`config.mk`:
```
export PLATFORM = sky130hd
export DESIGN_NAME = serial_frame_tx
export DESIGN_NICKNAME = d
export VERILOG_FILES = /design/src/rtl/serial_frame_tx.sv
export SDC_FILE = /design/constraint.sdc
export NUM_CORES = 1
export LEC_CHECK = 0
export CAP_MARGIN = 25
export CORE_MARGIN = 2
export CORE_UTILIZATION = 46
export DETAILED_ROUTE_END_ITERATION = 10
export PLACE_DENSITY = 0.85
export SLEW_MARGIN = 20
export SYNTH_ARGS = -nofsm -noshare
export SYNTH_HDL_FRONTEND = slang
export SYNTH_SLANG_ARGS = --single-unit
```
`constraint.sdc`:
```
create_clock -name clk -period 2.2 [get_ports clk]
set_clock_uncertainty 0.15 [all_clocks]
set_input_delay 0.44 -clock clk [delete_from_list [all_inputs] [get_ports clk]]
set_output_delay 0.44 -clock clk [all_outputs]
set_load 0.02 [all_outputs]
```
`src/rtl/serial_frame_tx.sv`:
```
// serial_frame_tx: serializes one parallel word per handshake into a framed
// single-bit stream: PRE_CYCLES preamble 1s, DATA_W data bits MSB first, then
// GAP_CYCLES 0s that return the line to idle.
//
// Handshake: a word is accepted on a rising edge where the FSM is in IDLE,
// data_valid=1 and data_ready=1. data_ready is a registered output, so
// data_valid is ignored whenever data_ready=0. data_in is sampled only on that
// edge; later changes to data_in do not affect the frame in flight.
//
// Every output comes from a flop. The comb block computes the next state and
// the value each output must show in the next cycle, and a single register
// stage applies both together. state_dbg mirrors the state register so that
// checkers can observe the FSM.
module serial_frame_tx #(
  parameter int DATA_W     = 8,
  parameter int PRE_CYCLES = 2,
  parameter int GAP_CYCLES = 2
) (
  input  logic              clk,
  input  logic              reset_n,
  input  logic [DATA_W-1:0] data_in,
  input  logic              data_valid,
  output logic              data_ready,
  output logic              tx_bit,
  output logic              tx_busy,
  output logic              done,
  output logic [1:0]        state_dbg
);

  // One shared down-counter sized for the longest phase.
  localparam int MAX_PD  = (PRE_CYCLES > DATA_W) ? PRE_CYCLES : DATA_W;
  localparam int MAX_LEN = (MAX_PD > GAP_CYCLES) ? MAX_PD : GAP_CYCLES;
  localparam int CW      = (MAX_LEN < 1) ? 1 : $clog2(MAX_LEN + 1);

  localparam logic [CW-1:0] PRE_LOAD  = CW'(PRE_CYCLES - 1);
  localparam logic [CW-1:0] DATA_LOAD = CW'(DATA_W - 1);
  localparam logic [CW-1:0] GAP_LOAD  = CW'(GAP_CYCLES - 1);

  typedef enum logic [1:0] {
    IDLE     = 2'd0,
    PREAMBLE = 2'd1,
    DATA     = 2'd2,
    GAP      = 2'd3
  } state_t;

  state_t            state_q, state_d;
  logic [CW-1:0]     cnt_q, cnt_d;
  logic [DATA_W-1:0] shreg_q, shreg_d;
  logic              tx_bit_d, tx_busy_d, done_d, data_ready_d;
  logic              accept;

  assign state_dbg = state_q;

  // Next-state, counter, shift register and next-cycle output values.
  always_comb begin
    state_d  = state_q;
    cnt_d    = cnt_q;
    shreg_d  = shreg_q;
    tx_bit_d = 1'b0;
    accept   = (state_q == IDLE) && data_valid && data_ready;

    case (state_q)
      IDLE: begin
        if (accept) begin
          state_d  = PREAMBLE;
          cnt_d    = PRE_LOAD;
          shreg_d  = data_in;
          tx_bit_d = 1'b1;
        end else begin
          cnt_d = '0;
        end
      end
      PREAMBLE: begin
        if (cnt_q == '0) begin
          // The first data bit goes out in the cycle after the last preamble bit.
          state_d  = DATA;
          cnt_d    = DATA_LOAD;
          tx_bit_d = shreg_q[DATA_W-1];
          shreg_d  = shreg_q << 1;
        end else begin
          cnt_d    = cnt_q - 1'b1;
          tx_bit_d = 1'b1;
        end
      end
      DATA: begin
        if (cnt_q == '0) begin
          state_d  = GAP;
          cnt_d    = GAP_LOAD;
          tx_bit_d = 1'b0;
        end else begin
          cnt_d    = cnt_q - 1'b1;
          tx_bit_d = shreg_q[DATA_W-1];
          shreg_d  = shreg_q << 1;
        end
      end
      GAP: begin
        if (cnt_q == '0) begin
          state_d = IDLE;
          cnt_d   = '0;
        end else begin
          cnt_d = cnt_q - 1'b1;
        end
      end
      default: begin
        state_d = IDLE;
        cnt_d   = '0;
        shreg_d = '0;
      end
    endcase

    tx_busy_d    = (state_d != IDLE);
    data_ready_d = (state_d == IDLE);
    // done marks the final gap cycle: the gap phase with the counter at 0.
    done_d       = (state_d == GAP) && (cnt_d == '0);
  end

  // State, datapath and registered outputs; asynchronous reset clears them all.
  always_ff @(posedge clk or negedge reset_n) begin
    if (!reset_n) begin
      state_q    <= IDLE;
      cnt_q      <= '0;
      shreg_q    <= '0;
      tx_bit     <= 1'b0;
      tx_busy    <= 1'b0;
      done       <= 1'b0;
      data_ready <= 1'b0;
    end else begin
      state_q    <= state_d;
      cnt_q      <= cnt_d;
      shreg_q    <= shreg_d;
      tx_bit     <= tx_bit_d;
      tx_busy    <= tx_busy_d;
      done       <= done_d;
      data_ready <= data_ready_d;
    end
  end

endmodule

```
* Word level (Yosys, flattened, before mapping)
Cells that the tools add are included.
Operators by class: add/sub/neg operators 1, $mul 0, div/mod/pow operators 0, $lt $le $gt $ge 0, equal/unequal tests 7, shifts and indexed selects 0, mux-type cells 18, bitwise operators 0, reduce and logical (&&, ||, !) cells 10
Operators with widths (number):
- $mux W8 | 3
- $pmux W8 S3 | 1
- $pmux W4 S4 | 1
- $mux W4 | 3
- $logic_not A4 Y1 | 2
- $mux W2 | 4
- $pmux W2 S4 | 1
- $eq A2 B2 Y1 const B | 3
- $ne A2 B2 Y1 const B | 3
- $logic_not A2 Y1 | 2
- $mux W1 | 4
- $reduce_and A4 Y1 | 1
- $sub A4 B1 Y4 const B | 1
- $logic_and A1 B1 Y1 | 3
- $pmux W1 S3 | 1
- $reduce_bool A3 Y1 | 1
- $eq A2 B1 Y1 const B | 1
- $reduce_bool A2 Y1 | 1
Storage, ports and cells: register bits after elaboration 18, latch bits 0, memory bits (writable) 0, ROM bits 0, input bits 11, output and inout port bits 6, word-level logic and storage cells 43, memories kept 0

* Depth between registers and ports, before layout
depth in word-level cells 7, depth in mapped cells 8

* Least setup slack after synthesis
Ideal clock, no wire load.
kind reg2reg, from register cnt_q[0], to register shreg_q[2], library setup time 0.073 ns, arrival time 1.899 ns, slack 0.078 ns, stages on the path, launching flop included 9, path buffers 2, period minus slack after synthesis 2.122 ns, cell sequence dfrtp_1 > inv_1 > ha_1 > or3b_1 > buf_6 > a2111oi_4 > buf_6 > nor2_1 > a21oi_2
Between the ends: longest elaborated chain between the ends 3
RTL lines:
- from (decl) | line 47 | logic [CW-1:0] cnt_q, cnt_d;
- from (signal assigned) | line 129 | cnt_q <= cnt_d;
- $logic_not A4 Y1 * | line 74, 86
- $ne A2 B2 Y1 (no source line)
- $reduce_and A4 Y1 (no source line) *
- to (signal assigned) | line 130 | shreg_q <= shreg_d;
- to (decl) | line 48 | logic [DATA_W-1:0] shreg_q, shreg_d;
Every way passes the cells marked *; elsewhere a longest branch is shown, timed or not. A chain may end at the register's enable or synchronous reset.

* Final worst setup path
from register cnt_q[0], to register done
Between the ends: longest elaborated chain between the ends 5
RTL lines:
- $sub A4 B1 Y4 or $logic_not A4 Y1 (tied branches)
- $mux W4, or another cell as far along | line 97 | if (cnt_q == '0) begin
- $pmux W4 S4 or $pmux W2 S4 (tied branches) | line 62 | case (state_q)
- $logic_not A4 Y1 or $eq A2 B2 Y1 (tied branches) | line 114 | done_d = (state_d == GAP) && (cnt_d == '0);
- $logic_and A1 B1 Y1 * | line 114
- named net done_d | line 49 | logic tx_bit_d, tx_busy_d, done_d, data_ready_d;
- to (signal assigned) | line 133 | done <= done_d;
- to (decl) | line 26 | output logic done,
The timed path passes the listed nets; every way through them passes the cells marked *.

==> metrics.md <==
| Metric | Value |
|---|---|
| Initial Util | `between 40% and 50%` |
| Setup TNS | `0 ns` |
| Number of global-route vias before repair | `824` |
| Met2 wire length | `973 µm` |
| Syn_nets | `110` |
| Comb power frac | `65.9%` |
| Crit path DAT | `2.14 ns` |
| Post-CTS setup buffer count | `0` |
| Largest net degree at the start of global routing | `19` |
| Grt total ovfl | `0` |
| Vias per cell | `5.33` |
| Largest family of logic cells by synthesized area | `compound AO/OA/AOI/OAI gates` |
| DRT Pass-1 Iters | `5` |
| Sequential area share after synthesis | `44.8%` |
| H-tree levels | `1` |
| DP Worst Slack | `0.0424 ns` |
| I/O Pins | `17` |
| Num Clock Sinks | `18` |
| Remaining routing DRC violations | `0` |
| Ranking of synthesized cells by area | `dfrtp_1 (45%), ha_1 (7.5%), mux2i_1 (7.0%)` |
| Most frequent cells in the layout | `dfrtp_1 (17), clkdlybuf4s50_1 (16), nor2_1 (9)` |
| Synth Flop Type | `dfrtp_1` |
| Critical path origin | `cnt_q[0]` |
| Worst Tran Pin Value | `0.501 ns` |
| Worst Path Max Fanout | `5` |
| Adder-cell area share of the yosys netlist | `7.46%` |
| Most common cell after layout, fill and taps aside | `dfrtp_1` |
| Leak pwr | `0.561 nW` |
| Startpoint types | `register` |
| Initial DRC count | `14` |
| Synth Area in Simple Gates | `15.3%` |
| Proportion of layout cells with a drive suffix above 1 | `20.7%` |
| Pint | `1.25 mW` |
| Die height | `50.8 µm` |
| Row cnt | `16` |
| Critical path class | `register to register` |
| EDFF count, synth | `0` |
| Hold/Removal Path Class | `primary input to asynchronous set/reset pin` |
| Reg2reg start | `cnt_q[0]` |
| Overall routing resource usage | `17.5%` |
| Sw frac | `between 40% and 50%` |
| Hold buffer count at CTS | `0` |
| Syn-to-layout area delta | `29.0%` |
| Status | `completed` |
| Warnings, synthesis | `0` |
| Pins Over Slew Limit | `0` |
| Max cap viols | `0` |
| Crit end category | `register` |
| Max IR drop VDD | `0.821 mV` |
| CTS root buf | `clkbuf_4` |
| Final WS setup | `roughly 0.067 ns` |
| Post-Synth XOR/XNOR Area | `1.74%` |
| Insertion delay to the later sink of the worst-skew pair | `0.28 ns` |
| TritonCTS clock tree | `done` |
| Core area | `a little over 2000 µm²` |
| Port-buffer cells | `16` |
| Post-synthesis compound-gate area fraction | `18.2%` |
| Die ar. | `2580 µm²` |
| Cell taking the most area after synthesis | `dfrtp_1` |
| Met1 Wirelength | `877 µm` |
| Final setup violation count | `0` |
| WL final | `1980 µm` |
| Cells after Synth | `93` |
| Final Wtd Congestion | `approximately 0.91` |
| P_sw | `just over 0.9 mW` |
| First-pass GRT wire length | `3350 µm` |
| Avg Inst Size Synth | `10.8 µm²` |
| Via count | `762` |
| Synth cell types | `34` |
| Hold Violations, Final | `0` |
| Flop pwr share | `27.1%` |
| Clk buf depth | `2` |
| Post-synthesis mux area share | `6.97%` |
| CTS Buf Count | `3` |
| DR WL/cell | `13.9 µm` |
| Nets | `around 140` |
| Top Metal Used | `met4` |
| Tmin final | `2.13 ns` |
| Mapped Area | `1010 µm²` |
| WP data required | `2.21 ns` |
| Filler Cell Count | `around 160` |
| Die width | `50.8 µm` |
| Detail Placement HPWL | `1490 µm` |
| R2R Setup Slk | `0.07 ns` |
| N_diodes | `0` |
| PD cells | `1670 nW/µm²` |
| Antenna viol nets, final | `0` |
| Worst-path clk slew | `0.09 ns` |
| Clock power share | `7.0%` |
| Share of the synthesized area in the top cell type | `44.8%` |
| Met3 wire length | `56 µm` |
| Async SR Flop Fraction | `100%` |
| Power Total | `2.16 mW` |
| Fmax | `0.469 GHz` |
| Synthesized flop and latch total | `18` |
| Final period util | `between 90% and 100%` |
| Max transition margin | `66.3%` |
| Initial antenna violation count | `0` |
[cell usage after synthesis, drive strengths merged (2+ instances only)]
cell,number
dfrtp,18
nor2,9
inv,8
a21oi,7
mux2i,7
ha,6
buf,3
nand3,3
nor3,3
a2111oi,2
a21boi,2
and4bb,2
nand2b,2
nor4,2
o21a,2
o21ai,2
[what timing repair did]
item / in CTS / in global routing
gates resized for setup: 1 / 6
endpoints found under the hold margin: 0 / 0
endpoints found under the setup margin: 1 / 4
[per-stage QoR]
step / cell area [µm²] / instances / utilization (%) / hold slack, ns
after floorplan: 1010 / 93 / - / -0.00559
after global placement: 1240 / 140 / 61.3 / 0.358
after detailed placement: 1240 / 140 / 61.3 / 0.367
after CTS: 1260 / 143 / 62.5 / 0.324
after global routing: 1300 / 143 / 64.2 / 0.338
final: 1300 / 143 / 64.2 / 0.319
[registers in the layout, summed over array words and instances, names as in the netlist]
register / count
cnt_q: 4
data_ready: 1
done: 1
shreg_q: 8
state_dbg: 2
tx_bit: 1
tx_busy: 1
[final timing paths]
path | endpoint | depth (start not counted)
setup / recovery | done | 6
max in group asynchronous | state_dbg[1] | 2
setup reg to reg | done | 6
min in group clk | shreg_q[2] | 2
hold / removal | data_ready | 2
hold reg to reg | shreg_q[2] | 2
[power groups by stage]
stage	Clock, mW	Sequential, mW	Combinational, mW
global placement	0	0.581	1.30
global route	0.172	0.604	1.56
finish	0.152	0.585	1.43
detailed placement	0	0.589	1.34
floorplan	0	0.631	0.896
CTS	0.155	0.583	1.36
[logic make-up after synthesis]
logic type | count (synthesis)
buffers and inverters | 11
AND/OR/NAND/NOR | 27
XOR/XNOR | 2
AO/OA/AOI/OAI | 22
flip-flops | 18
adder cells (fa/ha/maj) | 6
multiplexers | 7
[critical path, cell delays in order, from the launching register on]
cell and delay (ns):
dfrtp_1 0.38, inv_1 0.08, ha_1 0.17, or3b_4 0.44, a2111oi_4 0.40, o22ai_1 0.16, nor4_2 0.25
[layer usage]
| layer | up-vias | GRT usage [%] |
|---|---|---|
| met1 | 355 | 20.6 |
| met2 | 21 | 28.5 |
| met3 | 8 | 3.27 |
| li1 | 378 | - |
| met4 | 0 | 12.2 |
| met5 | - | 0 |
[final cells by class]
class / instances / area (µm²) / share of cell area [%]
clock buffer: 3 / 22.5 / 1.74
timing repair buffer: 23 / 225 / 17.4
tap: 27 / 33.8 / 2.60
sequential: 18 / 452 / 34.8
multi-input combinational: 64 / 534 / 41.2
inverter: 8 / 30.0 / 2.31
Note: power is estimated with default switching activity, not from simulation.
==> RTL edit: new RTL, same flow settings <==
`PRE_CYCLES`: 2 -> 1.
--- a/src/rtl/serial_frame_tx.sv
+++ b/src/rtl/serial_frame_tx.sv
@@ -13,7 +13,7 @@
 // checkers can observe the FSM.
 module serial_frame_tx #(
   parameter int DATA_W     = 8,
-  parameter int PRE_CYCLES = 2,
+  parameter int PRE_CYCLES = 1,
   parameter int GAP_CYCLES = 2
 ) (
   input  logic              clk,
Check against the original RTL: not equivalent (Yosys sat finds a counterexample within 4 cycles, from zero or initial values and one cycle with reset_n low).
==> RTL edit against the unedited design <==
Critical path depth is 1 higher; design area is 4.9% lower; sequential cell count stayed put; sequential share of layout area is 1.7 points higher; highest routed layer unchanged; cell count is 2.1% higher; die area is 3.3% lower; synthesized area is 3.6% lower; routed wire length is 6.3% lower; clock power is 38% higher; setup slack better by 57 ps; hold slack worse by 14 ps; total power is 10% lower; maximum frequency is 2.8% higher.
==> RTL edit: results (changes against the unedited design) <==
power_and_ir_drop:
  p_leak_uw: 0.000554  # -1.3%
  ir_drop_mv: 0.783  # -4.6%
  power.internal_uw: 1130  # -9.5%
final_layout:
  final-clk-cell-share_pct: 2.94  # +1.2 points
  inverters_excl_clock: 5  # -3
  fillers: 148  # -6.9%
  design_area_um2: 1230  # -4.9%
  layout.nonclk_buf_share_pct: 16.0  # -1.3 points
  n_all_buffers: 21  # -8.7%
  drive_above_1_share_pct: 14.3  # -6.4 points
  fin_nets: 138  # +2.2%
  multiInputGateArea_um2: 497  # -7.0%
  finalNonFillerCells: 146  # +2.1%
  diodes: 0  # unchanged
  multi_input_gates: 71  # +11%
  seq-cell-share_pct: 36.5  # +1.7 points
cts:
  clk_pin_slew_ps: 110  # +20 ps
  clock_latency_ps: 300  # +20 ps
place:
  place_congestion: 0.881  # -2.9%
  dp_hpwl_mm: 1.39  # -7.0%
route:
  drt_iter0_drc: 8  # -6
  wl_met1_um: 823  # -6.2%
  routed.top_layer: "met4"
  vias: 776  # +1.8%
  first_pass_iters: 4  # -1
  drt-total-wl_mm: 1.86  # -6.3%
  wl_met2_um: 905  # -7.0%
  met3_length_um: 64  # +14%
grt:
  grt_use_met3_pct: 1.82  # -1.5 points
  antenna_found_initial: 0  # unchanged
  grt_use_met1_pct: 20.3  # -0.26 points
  grtUsageMet2_pct: 29.6  # +1.0 points
  grt.total_usage_pct: 16.8  # -0.68 points
  grt_pass1_vias: 750  # -9.0%
  grt_pass1_wl_mm: 3.19  # -5.0%
yosys:
  synth_commonest_cells: "dfrtp_1 (18), nor2_1 (13), a21oi_1 (11), mux2i_1 (8)"
  syn_inst: 98  # +5.4%
  synthDistinctLibCells: 28  # -18%
  yosysSeqAreaShare_pct: 46.5  # +1.7 points
  postSynthNetCount: 116  # +5.5%
  synth_area_leaders: "dfrtp_1 (46%), ha_1 (9.0%), mux2i_1 (8.3%)"
worst_setup_path:
  ff2ff_path_depth: 7  # +1
  crit_fanout: 4  # -1
  critPathArrivalTime_ps: 2120  # -20 ps
run_status:
  status: "finished, final reports clean"
[RTL edit: cell count changes after synthesis, sizes merged, moves of 2 or more]
cell     delta
nand2b      -2
and3        +2
a21oi       +4
o21ai       +2
o21a        -2
inv         -3
and4bb      -2
nor4        -2
a2111oi     -2
nor2        +4
a21boi      -2
nand2       +6
[RTL edit: final timing paths]
check | from | to | slack [ps]
max | cnt_q[0] | tx_busy | 120
min | reset_n | cnt_q[2] | 300
max reg2reg | cnt_q[0] | tx_busy | 120
min reg2reg | shreg_q[5] | shreg_q[5] | 400
max in group asynchronous | reset_n | state_dbg[0] | 1400
min in group clk | shreg_q[5] | shreg_q[5] | 400
[RTL edit: cell families after synthesis]
kind of cell / count (synthesis) / share of synthesized area, %
AOI/OAI and AO/OA: 20 / 13.2
xor gates and xnor gates: 1 / 0.903
adders and majority gates: 7 / 9.03
buffers and inverters: 9 / 4.13
DFF: 18 / 46.5
muxes: 8 / 8.26
and+or+nand+nor: 35 / 18.1
[RTL edit: what timing repair did]
action                                  in CTS  in global routing
hold buffers                                 0                  0
gates resized for setup                      0                  5
endpoints found under the setup margin       0                 10
[RTL edit: through the flow]
stage                     total power [uW]  setup slack (ps)
final                                 1940               124
after detailed placement              1690              29.4
after global routing                  2120              43.5
after floorplan                       1390               115
after CTS                             1900             0.273
after global placement                1640               145
[RTL edit: power groups by stage]
stage / sequential [uW] / combinational, uW / clock (uW)
after floorplan: 642 / 750 / 0
after global placement: 577 / 1060 / 0
after detailed placement: 587 / 1100 / 0
after CTS: 580 / 1110 / 211
after global routing: 598 / 1280 / 233
final: 581 / 1150 / 210
[RTL edit: critical path: stages, from the launching register on]
cell	delay, ps
dfrtp_1	410
inv_1	80
ha_1	220
nor3b_2	180
buf_4	160
a221oi_1	280
o21ai_1	170
or2_2	310
